==> config.mk <==
export PLATFORM = sky130hd
export DESIGN_NAME = line_fifo
export DESIGN_NICKNAME = d
export VERILOG_FILES = /design/src/rtl/line_fifo.sv
export SDC_FILE = /design/constraint.sdc
export NUM_CORES = 1
export LEC_CHECK = 0
export BUFFER_PORTS_ARGS = -buffer_cell sky130_fd_sc_hd__buf_2
export CAP_MARGIN = 20
export CORE_UTILIZATION = 63
export CTS_CLUSTER_SIZE = 40
export DETAILED_ROUTE_END_ITERATION = 10
export MAX_ROUTING_LAYER = met4
export PLACE_DENSITY = 0.81
export SLEW_MARGIN = 5
export SYNTH_ARGS = -nofsm -noshare
export SYNTH_HDL_FRONTEND = slang
export SYNTH_SLANG_ARGS = --single-unit
==> constraint.sdc <==
create_clock -name clk -period 3 [get_ports clk]
set_input_delay 0.3 -clock clk [delete_from_list [all_inputs] [get_ports clk]]
set_output_delay 0.3 -clock clk [all_outputs]
set_load 0.05 [all_outputs]
==> src/rtl/line_fifo.sv <==
// Circular-buffer FIFO for pixel streams between filter stages (e.g. one image line ahead of a 3x3 window).
// Read latency: 1 cycle registered read by default; first-word fall-through when LINE_FIFO_FWFT_EN is defined.
// Backpressure: writes to a full FIFO and reads from an empty one are dropped and set sticky ovf/udf; a full FIFO accepts a write alongside a read.
module line_fifo #(
  parameter int WIDTH    = 8,
  parameter int DEPTH    = 98,
  parameter int AF_LEVEL = DEPTH - 2,
  parameter int LW       = $clog2(DEPTH + 1)
) (
  input  logic             clk,
  input  logic             rst_n,
  input  logic             clr,
  input  logic             wr,
  input  logic [WIDTH-1:0] d,
  input  logic             rd,
  output logic [WIDTH-1:0] q,
  output logic             q_valid,
  output logic             empty,
  output logic             full,
  output logic             almost_full,
  output logic [LW-1:0]    level,
  output logic             ovf,
  output logic             udf
);

  // Pointer width covers DEPTH entries; DEPTH need not be a power of two,
  // so pointers wrap by explicit compare against the last index.
  localparam int            PW      = (DEPTH > 1) ? $clog2(DEPTH) : 1;
  localparam logic [PW-1:0] LAST    = PW'(DEPTH - 1);
  localparam logic [LW-1:0] LVL_MAX = LW'(DEPTH);
  localparam logic [LW-1:0] LVL_AF  = LW'(AF_LEVEL);

  function automatic logic [PW-1:0] ptr_inc(input logic [PW-1:0] p);
    return (p == LAST) ? '0 : p + 1'b1;
  endfunction

  logic [WIDTH-1:0] mem [DEPTH];

  logic [PW-1:0]    wptr, rptr;
  logic [PW-1:0]    wptr_nxt, rptr_nxt;
  logic [LW-1:0]    level_r, level_nxt;
  logic             empty_r, full_r, af_r;
  logic             ovf_r, udf_r;
  logic [WIDTH-1:0] q_r;

  logic             rd_ok, wr_ok;
  logic             do_rd, do_wr;

  // Accept decisions use pre-edge status; clr suppresses both operations.
  always_comb begin
    rd_ok     = rd & ~empty_r;
    wr_ok     = wr & (~full_r | rd_ok);
    do_rd     = rd_ok & ~clr;
    do_wr     = wr_ok & ~clr;
    wptr_nxt  = wptr;
    rptr_nxt  = rptr;
    level_nxt = level_r;
    if (clr) begin
      wptr_nxt  = '0;
      rptr_nxt  = '0;
      level_nxt = '0;
    end else begin
      if (do_wr) wptr_nxt = ptr_inc(wptr);
      if (do_rd) rptr_nxt = ptr_inc(rptr);
      if (do_wr && !do_rd)      level_nxt = level_r + 1'b1;
      else if (do_rd && !do_wr) level_nxt = level_r - 1'b1;
    end
  end

  // Pointers, occupancy and status flags; status derives from the next level
  // so it is registered yet always consistent with level.
  always_ff @(posedge clk or negedge rst_n) begin
    if (!rst_n) begin
      wptr    <= '0;
      rptr    <= '0;
      level_r <= '0;
      empty_r <= 1'b1;
      full_r  <= 1'b0;
      af_r    <= 1'b0;
      ovf_r   <= 1'b0;
      udf_r   <= 1'b0;
    end else begin
      wptr    <= wptr_nxt;
      rptr    <= rptr_nxt;
      level_r <= level_nxt;
      empty_r <= (level_nxt == '0);
      full_r  <= (level_nxt == LVL_MAX);
      af_r    <= (level_nxt >= LVL_AF);
      if (clr) begin
        ovf_r <= 1'b0;
        udf_r <= 1'b0;
      end else begin
        ovf_r <= ovf_r | (wr & ~wr_ok);
        udf_r <= udf_r | (rd & ~rd_ok);
      end
    end
  end

  // Storage has no reset; only accepted writes touch it.
  always_ff @(posedge clk) begin
    if (do_wr) mem[wptr] <= d;
  end

`ifdef LINE_FIFO_FWFT_EN
  // Head word after this edge: if the slot being written becomes the head
  // (write into empty, or read+write at level 1) forward d, else read storage.
  logic [WIDTH-1:0] head_nxt;

  always_comb begin
    head_nxt = mem[rptr_nxt];
    if (do_wr && (wptr == rptr_nxt)) head_nxt = d;
  end

  // Output register tracks the head whenever data remains; holds when empty.
  always_ff @(posedge clk or negedge rst_n) begin
    if (!rst_n) begin
      q_r <= '0;
    end else if (level_nxt != '0) begin
      q_r <= head_nxt;
    end
  end

  assign q_valid = ~empty_r;
`else
  logic qv_r;

  // Registered read: q updates only on an accepted pop, q_valid pulses once.
  always_ff @(posedge clk or negedge rst_n) begin
    if (!rst_n) begin
      q_r  <= '0;
      qv_r <= 1'b0;
    end else begin
      qv_r <= do_rd;
      if (do_rd) q_r <= mem[rptr];
    end
  end

  assign q_valid = qv_r;
`endif

  assign q           = q_r;
  assign empty       = empty_r;
  assign full        = full_r;
  assign almost_full = af_r;
  assign level       = level_r;
  assign ovf         = ovf_r;
  assign udf         = udf_r;

endmodule

==> metrics.txt <==
# TYPE chip_impl_metric gauge
chip_impl_metric{name="h-tree-depth",unit=""} 3
chip_impl_metric{name="syn2layout_area_growth",unit="%"} 13.9
chip_impl_metric{name="clock_skew",unit="ns"} 0.0218
chip_impl_info{name="crit_path_start_kind",value="flip-flop"} 1
chip_impl_metric{name="setup_violations",unit=""} 0
chip_impl_info{name="critical_path.endpoint_type",value="flip-flop"} 1
chip_impl_metric{name="route.detailed.vias_per_inst",unit=""} 6.82
chip_impl_metric{name="synth.ff_latch_count",unit=""} 819
chip_impl_info{name="mostFrequentLayoutCells",value="784 x edfxtp_1, 158 x buf_4, 143 x mux4_2"} 1
chip_impl_metric{name="globalRouteOverflowTotal",unit=""} 0
chip_impl_metric{name="relSlewSlack",unit=""} 0.230
chip_impl_metric{name="post_drt_wl_per_cell",unit="um"} 30.2
chip_impl_metric{name="core.rowCount",unit=""} 82
chip_impl_metric{name="num_io_pins",unit=""} 34
chip_impl_info{name="worstPathCellList",value="buf_12, buf_12, mux4_2, a22oi_1, o21ai_0, a22oi_1, o31a_1, nor3_1"} 1
chip_impl_metric{name="max_clock_freq",unit="MHz"} 350
chip_impl_metric{name="async_reset_ff_frac",unit=""} 0.0427
chip_impl_metric{name="worst_pin_slew",unit="ns"} 1.15
chip_impl_metric{name="post_cts_resize_count",unit=""} 0
chip_impl_metric{name="clkLatencyLatePin",unit="ns"} 0.62
chip_impl_metric{name="totalPowerFinal",unit="W"} 0.0259
chip_impl_metric{name="peakVddDrop",unit="mV"} 0.527
chip_impl_metric{name="final_non_filler_cells",unit=""} 2619
chip_impl_info{name="timing.critical_path.max_delay_family",value="compound AO/OA/AOI/OAI gates"} 1
chip_impl_info{name="r2r-start",value="rptr[0]"} 1
chip_impl_metric{name="gp_congestion",unit=""} 0.910
chip_impl_metric{name="finalWorstPathRequiredPeriod",unit="ns"} 2.86
chip_impl_metric{name="clkTransAtPathRegs",unit="ns"} 0.06
chip_impl_metric{name="cts_made_buffers",unit=""} 78
chip_impl_info{name="min_delay_worst_endpoint",value="ovf"} 1
chip_impl_metric{name="coreArea",unit="mm^2"} 0.0505
chip_impl_metric{name="die-height",unit="um"} 229
chip_impl_metric{name="antenna_cells_inserted",unit=""} 0
chip_impl_metric{name="critical-path-max-stage-delay",unit="ns"} 0.53
chip_impl_metric{name="synthDistinctLibCells",unit=""} 60
chip_impl_metric{name="globalRouteTotalUtil",unit=""} 0.319
chip_impl_metric{name="max_cap_viol_count",unit=""} 0
chip_impl_metric{name="port_buffers",unit=""} 33
chip_impl_metric{name="drt_drc_violations_left",unit=""} 0
chip_impl_metric{name="grt_antenna_before_repair",unit=""} 0
chip_impl_metric{name="number_of_pins_exceeding_their_max_slew_limit_in_the_final_report",unit=""} 0
chip_impl_info{name="clk_root_buffer_cell",value="clkbuf_16"} 1
chip_impl_metric{name="finalNetCount",unit=""} 1902
chip_impl_info{name="synth_largest_area_cell",value="edfxtp_1"} 1
chip_impl_metric{name="wirelength",unit="um"} 79100
chip_impl_metric{name="layout_worst_path_cycle_share",unit=""} 0.952
chip_impl_metric{name="placed_cells",unit=""} 2472
chip_impl_info{name="leading_cell_type_in_the_layout_fill_and_taps_excluded",value="edfxtp_1"} 1
chip_impl_metric{name="reg2reg_slack",unit="ns"} 0.14
chip_impl_metric{name="crit_arrival",unit="ns"} 3.34
chip_impl_metric{name="maximum_number_of_pins_on_one_net_before_global_route_repair",unit=""} 99
chip_impl_info{name="ys.flop_type",value="edfxtp_1"} 1
chip_impl_info{name="rsz_0062_raised_after_global_routing",value="false"} 1
chip_impl_metric{name="design.die.area",unit="mm^2"} 0.0524
chip_impl_metric{name="synth_seq_area_share",unit=""} 0.752
chip_impl_metric{name="postSynthNetCount",unit=""} 1710
chip_impl_metric{name="hold_viol",unit=""} 0
chip_impl_metric{name="clock_tree.buffer_depth",unit=""} 3
chip_impl_metric{name="synth-edff-count",unit=""} 784
chip_impl_metric{name="die_width",unit="um"} 229
chip_impl_metric{name="clkSinkCount",unit=""} 819
chip_impl_metric{name="hold_depth",unit=""} 3
chip_impl_metric{name="vias",unit=""} 17900
chip_impl_metric{name="dp_hpwl",unit="um"} 47300
chip_impl_info{name="worst_hold_path_type",value="input port to flip-flop"} 1
chip_impl_metric{name="grt_first_pass_wirelength",unit="um"} 117000
chip_impl_metric{name="synthesis.instances",unit=""} 1691
chip_impl_info{name="criticalPathCategory",value="flip-flop to flip-flop"} 1
chip_impl_info{name="outcome",value="completed"} 1
chip_impl_metric{name="drive_gt1_frac",unit=""} 0.251
chip_impl_metric{name="detail_route.iter0.violations",unit=""} 2852
chip_impl_metric{name="nFillCells",unit=""} 2740
chip_impl_metric{name="drtPass1Iterations",unit=""} 5
chip_impl_metric{name="netlist.area_leader.share",unit=""} 0.725
chip_impl_metric{name="first_global_vias",unit=""} 18000
chip_impl_metric{name="syn_area",unit="mm^2"} 0.0325
chip_impl_info{name="timing.critical_path.slowest_stage_cell",value="mux4_2"} 1
chip_impl_info{name="r2r_end",value="q[3]"} 1
chip_impl_info{name="hold_path.startpoint",value="wr"} 1
chip_impl_info{name="cts_tree",value="yes"} 1
chip_impl_info{name="synth_top_cells_by_area",value="edfxtp_1 73%, mux4_2 9.9%, mux2i_1 3.1%"} 1
chip_impl_metric{name="initial_core_util",unit=""} 0.643
chip_impl_metric{name="leak_pwr",unit="nW"} 11.9
chip_impl_metric{name="cellPowerDensity",unit="mW/mm^2"} 701
chip_impl_metric{name="worst-path-max-fanout",unit=""} 24
chip_impl_metric{name="hold-worst-slack",unit="ns"} 0.100
chip_impl_metric{name="critical_path_required",unit="ns"} 3.48
chip_impl_metric{name="fin_setup_tns",unit="ns"} 0
chip_impl_metric{name="crit_buf_inv",unit=""} 2
chip_impl_metric{name="ant_nets",unit=""} 0
chip_impl_metric{name="worst_r2r_path_depth",unit=""} 8
chip_impl_metric{name="ys_warns",unit=""} 0
chip_impl_metric{name="post_synth.cell_area_avg",unit="um^2"} 19.2
[worst max path at each step]
stage / endpoint / depth (start not counted) / startpoint
after floorplan: mem[46][0] / 7 / empty
after global placement: q[3] / 8 / rptr[0]
after detailed placement: q[3] / 8 / rptr[0]
after CTS: q[3] / 8 / rptr[0]
after global routing: q[3] / 8 / rptr[0]
final: q[3] / 8 / rptr[0]
[through the flow]
step                setup WS (ns)  instance area [um^2]  utilization
global route               0.0388                 36900        0.732
global placement            0.334                 34300        0.680
finish                      0.144                 36900        0.732
detailed placement          0.295                 34300        0.680
floorplan                   0.408                 32500            -
CTS                         0.265                 36900        0.732
[Yosys cell counts (7+ instances only)]
| cell type | number |
|---|---|
| o221ai_1 | 8 |
| and2_1 | 8 |
| buf_6 | 17 |
| a221oi_1 | 16 |
| clkbuf_1 | 33 |
| nand3_1 | 14 |
| buf_1 | 7 |
| dfrtp_1 | 34 |
| buf_2 | 24 |
| nor2_1 | 137 |
| nand2_1 | 72 |
| mux4_2 | 143 |
| edfxtp_1 | 784 |
| o21ai_0 | 34 |
| a21oi_1 | 40 |
| nand4_1 | 9 |
| mux2_2 | 19 |
| a22oi_1 | 34 |
| nand2b_1 | 12 |
| inv_1 | 7 |
| a211oi_1 | 13 |
| o22ai_1 | 12 |
| nor2b_1 | 15 |
| mux2i_1 | 102 |
| mux4_1 | 8 |
[state kept, by name, summed over array words and instances (netlist names), 7 cells and up]
name,cells
level,7
mem,784
q,8
rptr,7
wptr,7
[report_power, final]
| group | switching (W) | leakage [nW] | internal [W] |
|---|---|---|---|
| Combinational | 0.00183 | 3.13 | 0.00133 |
| Sequential | 0.000159 | 7.49 | 0.0126 |
| Clock | 0.00412 | 1.27 | 0.00582 |
[final cells by class]
type / instances / area [um^2] / area share
Clock inverter: 37 / 364 / 0.00985
Multi-Input combinational cell: 770 / 7400 / 0.200
Timing Repair Buffer: 204 / 1640 / 0.0444
Tap cell: 672 / 841 / 0.0228
Sequential cell: 819 / 24400 / 0.661
Clock buffer: 107 / 2240 / 0.0605
Inverter: 10 / 37.5 / 0.00102
[per-layer routing]
layer	global-route usage	wire, um	vias up
li1	-	-	7256
met1	0.430	28600	9045
met4	0.133	3370	0
met2	0.486	38400	1325
met3	0.0605	8740	245
met5	-	0	-
[cells by family (layout without fill, tap and decap cells)]
group	Yosys count	count (layout)	synth area share
flip-flops	819	819	0.752
adder cells (fa/ha/maj)	6	6	0.00231
buffers and inverters	102	358	0.0196
AND/OR/NAND/NOR	295	295	0.0409
multiplexers	272	272	0.144
AO/OA/AOI/OAI	192	192	0.0396
XOR/XNOR	5	5	0.00135
[worst register-to-register path, cell delays in order (launching register included)]
cell and delay, ns:
dfrtp_4 0.50, buf_12 0.24, buf_12 0.29, mux4_2 0.54, a22oi_1 0.19, o21ai_0 0.26, a22oi_1 0.44, o31a_1 0.21
nor3_1 0.05
[timing repair]
action	4_1_cts	5_1_grt
hold buffers	3	0
setup buffers	0	0
hold endpoints to repair	39	0
Power figures use the tool's default switching activity.
